<file path="config.mk">
export PLATFORM = sky130hd
export DESIGN_NAME = reg_file_sb
export DESIGN_NICKNAME = d
export VERILOG_FILES = /design/src/rtl/reg_file_sb.sv
export SDC_FILE = /design/constraint.sdc
export NUM_CORES = 2
export LEC_CHECK = 0
export BUFFER_PORTS_ARGS = -buffer_cell sky130_fd_sc_hd__buf_2
export CORE_AREA = 5 5 411 413
export CTS_CLUSTER_SIZE = 14
export DETAILED_ROUTE_END_ITERATION = 12
export DIE_AREA = 0 0 416 418
export SETUP_SLACK_MARGIN = 0.4
export SLEW_MARGIN = 20
export SYNTH_ARGS = -nofsm -noshare
export SYNTH_HDL_FRONTEND = slang
export SYNTH_SLANG_ARGS = --single-unit
</file>
<file path="constraint.sdc">
create_clock -name i_clk -period 6.38 [get_ports i_clk]
set_clock_uncertainty 0.1 [all_clocks]
set_input_delay 0.957 -clock i_clk [delete_from_list [all_inputs] [get_ports i_clk]]
set_output_delay 0.957 -clock i_clk [all_outputs]
set_load 0.02 [all_outputs]
</file>
<file path="src/rtl/reg_file_sb.sv">
// Multi-read-port register file with a per-register pending-write scoreboard.
// Reads are combinational; an optional bypass forwards same-cycle writeback data.
module reg_file_sb #(
  parameter int DATA_W   = 32,
  parameter int ADDR_W   = 5,
  parameter int NUM_RD   = 2,
  parameter int ZERO_REG = 1,
  parameter int BYPASS   = 1,
  localparam int DEPTH   = 2**ADDR_W
) (
  input  logic                     i_clk,
  input  logic                     i_rst,
  input  logic [NUM_RD*ADDR_W-1:0] i_rd_addr,
  output logic [NUM_RD*DATA_W-1:0] o_rd_data,
  output logic [NUM_RD-1:0]        o_rd_busy,
  input  logic                     i_wr_en,
  input  logic [ADDR_W-1:0]        i_wr_addr,
  input  logic [DATA_W-1:0]        i_wr_data,
  input  logic                     i_rsv_en,
  input  logic [ADDR_W-1:0]        i_rsv_addr,
  output logic [DEPTH-1:0]         o_pending
);

  logic [DATA_W-1:0] r_mem [DEPTH];
  logic [DEPTH-1:0]  r_pending;

  logic w_wr_eff;
  logic w_rsv_eff;

  // Accesses to a hardwired-zero register are discarded before touching state.
  assign w_wr_eff  = i_wr_en  && !i_rst && !((ZERO_REG != 0) && (i_wr_addr  == '0));
  assign w_rsv_eff = i_rsv_en && !i_rst && !((ZERO_REG != 0) && (i_rsv_addr == '0));

  always_ff @(posedge i_clk) begin
    if (i_rst) begin
      for (int i = 0; i < DEPTH; i++) begin
        r_mem[i] <= '0;
      end
      r_pending <= '0;
    end else begin
      if (w_wr_eff) begin
        r_mem[i_wr_addr]     <= i_wr_data;
        r_pending[i_wr_addr] <= 1'b0;
      end
      // Applied after the writeback so a same-address reserve (newer instruction) wins.
      if (w_rsv_eff) begin
        r_pending[i_rsv_addr] <= 1'b1;
      end
    end
  end

  assign o_pending = r_pending;

  genvar gi;
  generate
    for (gi = 0; gi < NUM_RD; gi++) begin : g_rd
      logic [ADDR_W-1:0] w_addr;
      logic              w_hit;
      logic              w_zero;

      assign w_addr = i_rd_addr[gi*ADDR_W +: ADDR_W];
      assign w_zero = (ZERO_REG != 0) && (w_addr == '0);
      assign w_hit  = (BYPASS != 0) && w_wr_eff && (i_wr_addr == w_addr);

      assign o_rd_data[gi*DATA_W +: DATA_W] = w_zero ? '0 :
                                              w_hit  ? i_wr_data : r_mem[w_addr];
      assign o_rd_busy[gi] = !w_zero && !w_hit && r_pending[w_addr];
    end
  endgenerate

endmodule

</file>
==> metrics.md <==
| Metric | Value |
|---|---|
| Worst path most repeated cell | `buf_4` |
| Worst slack, placed | `roughly 1 ns` |
| Final ANT Viol Nets | `0` |
| PD cells | `between 200 and 300 mW/mm²` |
| Cts hold-fix bufs | `0` |
| H-tree depth | `3` |
| Fin crit period | `between 5 and 6 ns` |
| Worst hold margin | `slightly above 0.4 ns` |
| Die area | `about 0.17 mm²` |
| Synthesized area | `between 0.05 and 0.06 mm²` |
| WL met3 | `between 20000 and 30000 µm` |
| Initial Utilization | `0.348` |
| Post-Syn Instances | `between 4000 and 5000` |
| Clock Tree Root | `clkbuf_16` |
| I/O pin count | `~150` |
| Detailed-routed wire length on met2 | `104000 µm` |
| Post-Layout Inst Area | `~0.064 mm²` |
| Setup TNS | `0 ns` |
| Max cap viols | `0` |
| Post-Syn Area per Cell | `14.1 µm²` |
| Slew HR | `0.201` |
| Synth unique cells | `63` |
| Worst Path Required | `5.32 ns` |
| Hpwl dp | `141000 µm` |
| YS warnings | `0` |
| Initial drt markers | `6793` |
| Top-count cell post-synth | `edfxtp_1` |
| Critical Path End Type | `primary output` |
| Synth async-reset ratio | `0` |
| Dpl cell area | `0.0607 mm²` |
| Total track usage | `0.265` |
| DRC | `0` |
| Status | `completed` |
| Yosys reg bits | `around 1100` |
| Largest net degree at the start of global routing | `70` |
| Final hold vios | `0` |
| Slew @ Worst Pin | `~1.2 ns` |
| Buffers on Ports | `153` |
| Unrepaired setup endpoints after global routing | `no` |
| Clock slew at reported path FFs | `0.06 ns` |
| Synth top area cells | `edfxtp_1, mux4_2, and2_1` |
| Final Power | `16.7 mW` |
| Highest metal used | `met5` |
| DR pass1 iterations | `6` |
| Cell count after placement | `6175` |
| Share of the synthesized area in the top cell type | `0.538` |
| Die width | `around 420 µm` |
| Cell Rows | `149` |
| Clock sink count | `1056` |
| Post CTS Setup Buffer Count | `0` |
| Detailed-route wire length per cell | `~37 µm` |
| Period utilization | `0.861` |
| Core Region | `around 0.16 mm²` |
| Non-Filler Instances | `around 6400` |
| Worst-Skew Late Latency | `~0.74 ns` |
| Vias per cell | `6.32` |
| Final setup violation count | `0` |
| Worst EP arrival | `4.44 ns` |
| Vias post-DR | `between 40000 and 50000` |
| Max Slew Vio Count | `0` |
| Worst Path Class, Setup | `in -> out` |
| CTS Buf Count | `around 110` |
| CP max stage delay | `~1.0 ns` |
| Utilization after layout | `0.390` |
| Min-Delay Path Class | `reg -> reg` |
| Post-Route WL | `between 200000 and 250000 µm` |
| Congestion Overflow GR | `0` |
| CP max-delay cell | `a2111oi_0` |
| Maximum fanout along the worst path | `between 60 and 70` |
| CTS tree | `built` |
| CP Buf/Inv Count | `5` |
| Most area-hungry cell type in the Yosys netlist | `edfxtp_1` |
| Final worst slack | `between 0.8 and 0.9 ns` |
| Antenna violations before repair | `40` |
| Layout cells sized above 1 | `0.242` |
| Max frequency | `about 180 MHz` |
| Max VDD drop | `roughly 220 µV` |
| Post-CTS Resized | `0` |
| EDFF count, synth | `slightly above 1000` |
| Static Leakage | `around 22 nW` |
| Most frequent cells after synthesis | `edfxtp_1, and2_1, mux4_2, clkbuf_1, mux2i_1` |
| Area Growth Syn to Fin | `12.2%` |
| Worst setup SP type | `primary input` |
| Bufs on Longest Clock Path | `3` |
| Die height | `roughly 420 µm` |
| WL met1 | `approximately 86000 µm` |
| Cell chain of the critical path | `buf_8 -> buf_4 -> nor2b_2 -> buf_4 -> a221oi_1 -> o21ai_0 -> a2111oi_0 -> buf_4 -> a211o_1 -> buf_2` |
| Vias in the first global route | `slightly below 40000` |
| Sequential share of the synthesized area | `0.549` |
| Final nets | `4155` |
| Crit path max-delay family | `compound AO/OA/AOI/OAI gates` |
| RePlAce Congestion | `between 0.8 and 0.9` |
| First-pass GRT wire length | `around 320000 µm` |
| Main flop type after synthesis | `edfxtp_1` |
-- cell usage in the layout (no fill, tap or decap), types with 10 or more instances in the layout --
master,Yosys,routed
a211oi_1,15,14
a21oi_1,66,66
a221o_1,20,20
a221oi_1,28,28
a22o_1,37,37
a31oi_1,14,14
a32o_1,13,13
and2_1,968,968
buf_12,0,25
buf_2,96,144
buf_4,31,153
clkbuf_1,263,35
clkbuf_16,0,111
clkinv_1,4,27
clkinv_2,0,13
conb_1,1,32
dfxtp_1,32,32
diode_2,0,37
edfxtp_1,1024,1024
inv_1,33,33
mux2_2,20,20
mux2i_1,217,217
mux4_2,438,438
nand2_1,155,155
nand2b_1,13,13
nand3_1,26,26
nor2_1,76,45
nor2_4,0,32
nor2b_1,13,11
nor3_1,79,77
nor4_1,13,12
o211ai_1,16,16
o21ai_0,63,63
o221ai_1,32,32
o22ai_1,72,72
or2_2,40,39
xnor2_1,10,10
-- worst min-delay path, delay by kind of cell (launching register included) --
kind	cells	cell delay [ns]
compound gates	1	0.06
buf+inv	1	0.07
flops	1	0.34
-- per-layer routing --
layer / vias to the layer above / global-route usage
met4: 16 / 0.155
li1: 15600 / -
met3: 737 / 0.0722
met1: 20800 / 0.344
met5: - / 0
met2: 3319 / 0.399
-- where the power goes --
group          switching (mW)  internal, mW
combinational            1.47         0.851
sequential              0.194          7.98
clock                    2.83          3.39
total                    4.49          12.2
-- flip-flops by register name, indices dropped and copies added (netlist names) --
register   flops
r_mem       1024
o_pending     32
-- cells by family after synthesis --
logic type / share of synthesized area
AOI/OAI and AO/OA: 0.0536
xor gates and xnor gates: 0.00153
buffers and inverters: 0.0370
DFF: 0.549
muxes: 0.215
other: 0.0000656
and+or+nand+nor: 0.144
-- path summary, 6_finish.rpt --
check | cells past startpoint | slack [ns] | start | end
max | 10 | 0.88 | i_rd_addr[1] | o_rd_data[4]
min | 2 | 0.41 | o_pending[4] | o_pending[4]
max reg2reg | 2 | 5.53 | o_pending[11] | o_pending[11]
min reg2reg | 2 | 0.41 | o_pending[4] | o_pending[4]
-- final cells by class --
type,instances,area [µm²]
antenna,37,92.6
clock buffer,146,2910
clock inverter,51,394
fill,15300,100000
inverter,37,139
multi-input combinational,2566,24000
sequential,1056,31400
tap,2189,2740
timing repair buffer,327,2440
Power figures use the tool's default switching activity.
